### config.mk
export PLATFORM = sky130hd
export DESIGN_NAME = hilo_div_ctrl_flat
export DESIGN_NICKNAME = d
export VERILOG_FILES = /design/src/rtl/hilo_pkg.sv /design/src/rtl/hilo_div_ctrl_if.sv /design/src/rtl/div_sign_fix.sv /design/src/rtl/hilo_div_ctrl.sv /design/src/flat_wrapper.sv
export SDC_FILE = /design/constraint.sdc
export NUM_CORES = 1
export LEC_CHECK = 0
export CAP_MARGIN = 20
export CORE_MARGIN = 2
export CORE_UTILIZATION = 45
export CTS_BUF_LIST = sky130_fd_sc_hd__clkbuf_8
export CTS_CLUSTER_SIZE = 24
export DETAILED_ROUTE_END_ITERATION = 7
export PLACE_DENSITY = 0.75
export SYNTH_ARGS = -nofsm -noshare
export SYNTH_HDL_FRONTEND = slang
export SYNTH_SLANG_ARGS = --single-unit
### constraint.sdc
create_clock -name clock -period 5.15 [get_ports clock]
set_input_delay 1.545 -clock clock [delete_from_list [all_inputs] [get_ports clock]]
set_output_delay 1.545 -clock clock [all_outputs]
set_load 0.02 [all_outputs]
### src/rtl/hilo_pkg.sv
// Shared types and constants for the HI/LO divide controller.
// The state enum, the default divider latency and the fixed result constants.
package hilo_pkg;

  localparam int unsigned DIV_LATENCY_DEFAULT = 32;
  localparam logic [31:0] DIV0_LO             = 32'hFFFF_FFFF;
  localparam logic [31:0] INT_MIN             = 32'h8000_0000;

  typedef enum logic [1:0] {
    IDLE  = 2'd0,
    START = 2'd1,
    WAIT  = 2'd2,
    FIX   = 2'd3
  } state_e;

  // Two's-complement negate when en is set; INT_MIN maps onto itself.
  function automatic logic [31:0] neg_if(input logic en, input logic [31:0] v);
    return en ? (~v + 32'd1) : v;
  endfunction

endpackage

### src/rtl/hilo_div_ctrl_if.sv
// Request, move-to and result signals between the CPU pipeline and the
// HI/LO divide controller.
interface hilo_div_ctrl_if;

  logic        req_valid;
  logic        req_ready;
  logic        req_signed;
  logic [31:0] a;
  logic [31:0] b;
  logic        mthi_we;
  logic        mtlo_we;
  logic [31:0] wdata;
  logic [31:0] hi;
  logic [31:0] lo;
  logic        busy;
  logic        div_by_zero;

  modport master (
    output req_valid, req_signed, a, b, mthi_we, mtlo_we, wdata,
    input  req_ready, hi, lo, busy, div_by_zero
  );

  modport slave (
    input  req_valid, req_signed, a, b, mthi_we, mtlo_we, wdata,
    output req_ready, hi, lo, busy, div_by_zero
  );

endinterface

### src/rtl/div_sign_fix.sv
// Sign handling around an unsigned divider: operand magnitudes going in,
// quotient/remainder negation coming out.
module div_sign_fix
  import hilo_pkg::*;
(
  input  logic        is_signed,
  input  logic [31:0] a,
  input  logic [31:0] b,
  input  logic [31:0] quot,
  input  logic [31:0] rem,
  output logic [31:0] mag_a,
  output logic [31:0] mag_b,
  output logic [31:0] quot_fix,
  output logic [31:0] rem_fix
);

  logic a_neg;
  logic b_neg;

  assign a_neg = is_signed & a[31];
  assign b_neg = is_signed & b[31];

  assign mag_a = neg_if(a_neg, a);
  assign mag_b = neg_if(b_neg, b);

  // Quotient takes the XOR of the operand signs, the remainder follows the dividend.
  assign quot_fix = neg_if(a_neg ^ b_neg, quot);
  assign rem_fix  = neg_if(a_neg, rem);

endmodule

### src/rtl/hilo_div_ctrl.sv
// HI/LO register file and sequencer for DIV/DIVU driving an external
// fixed-latency unsigned divider, plus MTHI/MTLO writes while idle.
module hilo_div_ctrl
  import hilo_pkg::*;
#(
  parameter int unsigned DIV_LATENCY = DIV_LATENCY_DEFAULT
) (
  input  logic               clock,
  input  logic               reset,
  hilo_div_ctrl_if.slave     bus,
  output logic               div_start,
  output logic [31:0]        div_a,
  output logic [31:0]        div_b,
  input  logic [31:0]        div_q,
  input  logic [31:0]        div_r
);

  localparam int unsigned       CNT_W    = (DIV_LATENCY > 1) ? $clog2(DIV_LATENCY) : 1;
  localparam logic [CNT_W-1:0]  CNT_LOAD = CNT_W'(DIV_LATENCY - 1);

  state_e             state_q, state_d;
  logic [CNT_W-1:0]   cnt_q, cnt_d;
  logic [31:0]        a_q, a_d;
  logic [31:0]        b_q, b_d;
  logic               sgn_q, sgn_d;
  logic [31:0]        quot_q, quot_d;
  logic [31:0]        rem_q, rem_d;
  logic               dz_pend_q, dz_pend_d;
  logic [31:0]        hi_q, hi_d;
  logic [31:0]        lo_q, lo_d;
  logic               dz_q, dz_d;

  logic [31:0]        quot_fix;
  logic [31:0]        rem_fix;

  // Operands are latched raw; magnitudes are derived from them so div_a/div_b stay stable.
  div_sign_fix u_sign_fix (
    .is_signed (sgn_q),
    .a         (a_q),
    .b         (b_q),
    .quot      (quot_q),
    .rem       (rem_q),
    .mag_a     (div_a),
    .mag_b     (div_b),
    .quot_fix  (quot_fix),
    .rem_fix   (rem_fix)
  );

  always_comb begin
    // NOTE: every *_d takes its hold value first, so no path through the case infers a latch.
    state_d   = state_q;
    cnt_d     = cnt_q;
    a_d       = a_q;
    b_d       = b_q;
    sgn_d     = sgn_q;
    quot_d    = quot_q;
    rem_d     = rem_q;
    dz_pend_d = dz_pend_q;
    hi_d      = hi_q;
    lo_d      = lo_q;
    dz_d      = dz_q;

    unique case (state_q)
      IDLE: begin
        if (bus.mthi_we) hi_d = bus.wdata;
        if (bus.mtlo_we) lo_d = bus.wdata;
        if (bus.req_valid) begin
          a_d   = bus.a;
          b_d   = bus.b;
          sgn_d = bus.req_signed;
          dz_d  = 1'b0;
          if (bus.b == 32'd0) begin
            // Divide by zero skips the divider and commits through FIX next edge.
            quot_d    = DIV0_LO;
            rem_d     = bus.a;
            dz_pend_d = 1'b1;
            state_d   = FIX;
          end else begin
            dz_pend_d = 1'b0;
            state_d   = START;
          end
        end
      end
      START: begin
        cnt_d   = CNT_LOAD;
        state_d = WAIT;
      end
      WAIT: begin
        if (cnt_q == '0) begin
          quot_d  = div_q;
          rem_d   = div_r;
          state_d = FIX;
        end else begin
          cnt_d = cnt_q - CNT_W'(1);
        end
      end
      FIX: begin
        if (dz_pend_q) begin
          hi_d = rem_q;
          lo_d = quot_q;
          dz_d = 1'b1;
        end else begin
          hi_d = rem_fix;
          lo_d = quot_fix;
        end
        state_d = IDLE;
      end
      default: state_d = IDLE;
    endcase
  end

  // NOTE: sequential state is updated with <= only; blocking = stays in the comb block.
  always_ff @(posedge clock) begin
    if (reset) begin
      state_q   <= IDLE;
      cnt_q     <= '0;
      a_q       <= '0;
      b_q       <= '0;
      sgn_q     <= 1'b0;
      quot_q    <= '0;
      rem_q     <= '0;
      dz_pend_q <= 1'b0;
      hi_q      <= '0;
      lo_q      <= '0;
      dz_q      <= 1'b0;
    end else begin
      state_q   <= state_d;
      cnt_q     <= cnt_d;
      a_q       <= a_d;
      b_q       <= b_d;
      sgn_q     <= sgn_d;
      quot_q    <= quot_d;
      rem_q     <= rem_d;
      dz_pend_q <= dz_pend_d;
      hi_q      <= hi_d;
      lo_q      <= lo_d;
      dz_q      <= dz_d;
    end
  end

  assign div_start       = (state_q == START);
  assign bus.req_ready   = (state_q == IDLE);
  assign bus.busy        = (state_q != IDLE);
  assign bus.hi          = hi_q;
  assign bus.lo          = lo_q;
  assign bus.div_by_zero = dz_q;

endmodule

### src/flat_wrapper.sv
// flat-port wrapper written by rule: the top's interface ports become plain ports
module hilo_div_ctrl_flat import hilo_pkg::*;
#(
  parameter int unsigned DIV_LATENCY = DIV_LATENCY_DEFAULT
)
  (clock, reset, div_start, div_a, div_b, div_q, div_r, bus_req_valid, bus_req_signed, bus_a, bus_b, bus_mthi_we, bus_mtlo_we, bus_wdata, bus_req_ready, bus_hi, bus_lo, bus_busy, bus_div_by_zero);
  hilo_div_ctrl_if bus_i ();
  input  logic clock;
  input  logic reset;
  output logic div_start;
  output logic [31:0] div_a;
  output logic [31:0] div_b;
  input  logic [31:0] div_q;
  input  logic [31:0] div_r;
  input wire logic [$bits(bus_i.req_valid)-1:0] bus_req_valid;
  input wire logic [$bits(bus_i.req_signed)-1:0] bus_req_signed;
  input wire logic [$bits(bus_i.a)-1:0] bus_a;
  input wire logic [$bits(bus_i.b)-1:0] bus_b;
  input wire logic [$bits(bus_i.mthi_we)-1:0] bus_mthi_we;
  input wire logic [$bits(bus_i.mtlo_we)-1:0] bus_mtlo_we;
  input wire logic [$bits(bus_i.wdata)-1:0] bus_wdata;
  output wire logic [$bits(bus_i.req_ready)-1:0] bus_req_ready;
  output wire logic [$bits(bus_i.hi)-1:0] bus_hi;
  output wire logic [$bits(bus_i.lo)-1:0] bus_lo;
  output wire logic [$bits(bus_i.busy)-1:0] bus_busy;
  output wire logic [$bits(bus_i.div_by_zero)-1:0] bus_div_by_zero;
  assign bus_i.req_valid = bus_req_valid;
  assign bus_i.req_signed = bus_req_signed;
  assign bus_i.a = bus_a;
  assign bus_i.b = bus_b;
  assign bus_i.mthi_we = bus_mthi_we;
  assign bus_i.mtlo_we = bus_mtlo_we;
  assign bus_i.wdata = bus_wdata;
  assign bus_req_ready = bus_i.req_ready;
  assign bus_hi = bus_i.hi;
  assign bus_lo = bus_i.lo;
  assign bus_busy = bus_i.busy;
  assign bus_div_by_zero = bus_i.div_by_zero;
  hilo_div_ctrl #(.DIV_LATENCY(DIV_LATENCY)) u_core (.clock(clock), .reset(reset), .bus(bus_i), .div_start(div_start), .div_a(div_a), .div_b(div_b), .div_q(div_q), .div_r(div_r));
endmodule
==> summary.md <==
| Metric | Value |
|---|---|
| Status | finished clean |
| Most frequent cells after synthesis | dfxtp_1 (202), nand2_1 (201), a21oi_1 (133) |
| Global-route wire length before repair | 58500 µm |
| Synth async-reset ratio | 0 |
| Port Buf Inserts | 297 |
| Routed length per instance | 19.2 µm |
| Max clock buf depth | 3 |
| EDFF count, synth | 0 |
| # hold bufs at CTS | 0 |
| Largest net degree at the start of global routing | 84 |
| TritonRoute pass-1 iters | 7 |
| First DRT Iteration DRCs | 801 |
| DRC | 0 |
| Critical path launch point type | register |
| Post-route cell area | 0.0149 mm² |
| Tightest Hold Check Type | reg2reg |
| Gr ovfl total | 0 |
| Sequential share of the synthesized area | 0.368 |
| Max-Cap Viols | 0 |
| CP Data Required Time | 3.61 ns |
| Total Routed Length | 37500 µm |
| Diode count | 0 |
| Sw Pwr | 3.25 mW |
| Row Count | 57 |
| R2r setup slk | 1.87 ns |
| Number of fill cells | 2113 |
| Critical path endpoint category | primary output |
| DP HPWL | 27300 µm |
| Netlist cell types | 70 |
| Die Area | 0.0257 mm² |
| Ys Warns | 0 |
| Internal | 4.37 mW |
| Flops & latches, synth | 202 |
| Critical Path AT | 3.36 ns |
| Worst hold slack | 0.453 ns |
| Count of final setup violators | 0 |
| Dominant synthesized flop cell | dfxtp_1 |
| Placed inst area | 0.0142 mm² |
| Total number of vias | 11500 |
| Resize count post-CTS | 0 |
| Clock power frac | 0.210 |
| Layout cells sized above 1 | 0.0858 |
| Critical path class | reg2out |
| Area Growth Syn to Fin | 35.7% |
| Core Util, Final | 0.617 |
| Via-to-Cell Ratio | 5.86 |
| Final worst-path cycle share | 0.952 |
| Layout Nets | 1783 |
| CTS tree | done |
| Die X | 160 µm |
| Unrepaired setup endpoints after global routing | false |
| Most frequent cell after synthesis | dfxtp_1 |
| Post-Syn Area | 0.0110 mm² |
| I/O pin cnt | 298 |
| H-tree depth | 2 |
| Gate Count Post-Synth | 1361 |
| Slew of the pin with the lowest slew margin | 1.03 ns |
| Minimum clock period | 4.90 ns |
| Maximum VDD drop | 0.000270 V |
| PD cells | 511 mW/mm² |
| Post-DRT Antenna Nets | 0 |
| Clock latency on the worst-skew pair | 0.53 ns |
| Crit Path Max Fanout | 8 |
| Syn Nets | 1536 |
| Switching share of power | 0.426 |
| Top post-synthesis cells by area | dfxtp_1 (37%), nand2_1 (6.9%), a21oi_1 (6.1%) |
| Seq pwr share | 0.311 |
| Final Hold Viols | 0 |
| Total clock sinks | 202 |
| Routability Congestion | 0.909 |
| Core area | 0.0242 mm² |
| Overall Global Routing Usage | 0.283 |
| Worst Skew | 0.0257 ns |
| Tot Pwr | 7.62 mW |
| Root buf cell | clkbuf_8 |
| Die span in y | 160 µm |
| Max-slew violation count | 0 |
| Post-CTS Setup Inserts | 0 |
| Yosys top cell area share | 0.368 |
| Setup TNS | 0 ns |
| Worst-path clk slew | 0.06 ns |
| Comb pwr share | 0.480 |
| Starting Density | 0.455 |
| Syn Area/Cell | 8.08 µm² |
| P_leak | 5.37 nW |
| Number of global-route vias before repair | 10800 |
| Initial antenna violation count | 0 |
| Max-slew headroom | 0.309 |
| Num CTS Buffers | 36 |
| Synth area leader | dfxtp_1 |
| Max Fclk | 204 MHz |
==> cell type report <==
type	count	area, µm²	area share
clock buffers	46	633	0.0424
flip-flops and latches	202	4040	0.271
multi-input cells	1031	6500	0.436
clock inverters	16	131	0.00881
well taps	324	405	0.0272
inverters	21	78.8	0.00528
repair buffers	316	3130	0.210
==> kinds of logic (layout without fill, tap and decap cells) <==
logic type | Yosys count | count (layout) | share of synthesized area
fa+ha+maj | 9 | 9 | 0.0102
compound gates | 389 | 389 | 0.240
xor+xnor | 104 | 104 | 0.0829
simple gates | 483 | 483 | 0.211
buf+inv | 128 | 399 | 0.0450
flops | 202 | 202 | 0.368
mux | 46 | 46 | 0.0428
==> power groups by stage <==
stage / combinational (mW) / clock, mW / sequential (mW)
after CTS: 3.63 / 1.62 / 2.36
after global placement: 3.57 / 0 / 2.37
after floorplan: 2.26 / 0 / 2.42
after detailed placement: 3.61 / 0 / 2.38
after global routing: 3.96 / 1.69 / 2.42
final: 3.65 / 1.60 / 2.37
==> worst paths after layout <==
check	depth (start not counted)	endpoint	start
max	6	div_b[22]	u_core.b_q[2]
min	2	u_core.bus.hi[3]	u_core.bus.hi[3]
max reg2reg	9	u_core.quot_q[15]	u_core.cnt_q[0]
min reg2reg	2	u_core.bus.hi[3]	u_core.bus.hi[3]
==> critical path, stage by stage (launching register included) <==
cell and delay, ns:
dfxtp_1 0.35, or3_1 0.43, or3b_2 0.60, nor4_1 0.47, a21oi_1 0.17, xor2_1 0.17
clkdlybuf4s50_1 0.63
==> routing by layer <==
metal,GRT usage,vias up,share of wire
met5,0,-,0
met2,0.448,537,0.45
met4,0.105,0,0.031
met1,0.379,5366,0.43
met3,0.0625,70,0.088
li1,-,5481,-
==> cell usage in the layout (no fill, tap or decap), types with 9 or more instances in the layout <==
master,n
a221oi_1,9
xor2_1,51
clkbuf_8,46
nor4_1,28
o41ai_1,13
o31ai_1,23
nor3_1,65
clkdlybuf4s50_1,296
a31oi_1,9
a211o_1,10
dfxtp_1,202
or4_1,12
o221a_2,32
buf_4,19
and3_1,11
nor2_1,70
a211oi_1,49
o21ai_0,59
or3_1,22
xnor2_1,53
nand3_1,17
nand2_1,200
inv_1,25
mux2i_1,39
a21oi_1,133
==> registers in the layout, indices dropped and copies added (netlist names) <==
name / flops
u_core.state_q: 2
u_core.a_q: 32
u_core.rem_q: 32
u_core.bus.lo: 32
u_core.bus.hi: 32
u_core.cnt_q: 5
u_core.quot_q: 32
u_core.bus.div_by_zero: 1
u_core.dz_pend_q: 1
u_core.sgn_q: 1
u_core.b_q: 32
==> metrics by stage <==
step	cells	setup WS, ns
4_1_cts	1956	0.257
3_3_place_gp	1894	0.886
6_report	1956	0.246
2_1_floorplan	1361	1.43
3_5_place_dp	1894	0.835
5_1_grt	1956	0.0749
No activity file was read; power rests on OpenSTA's default activity.
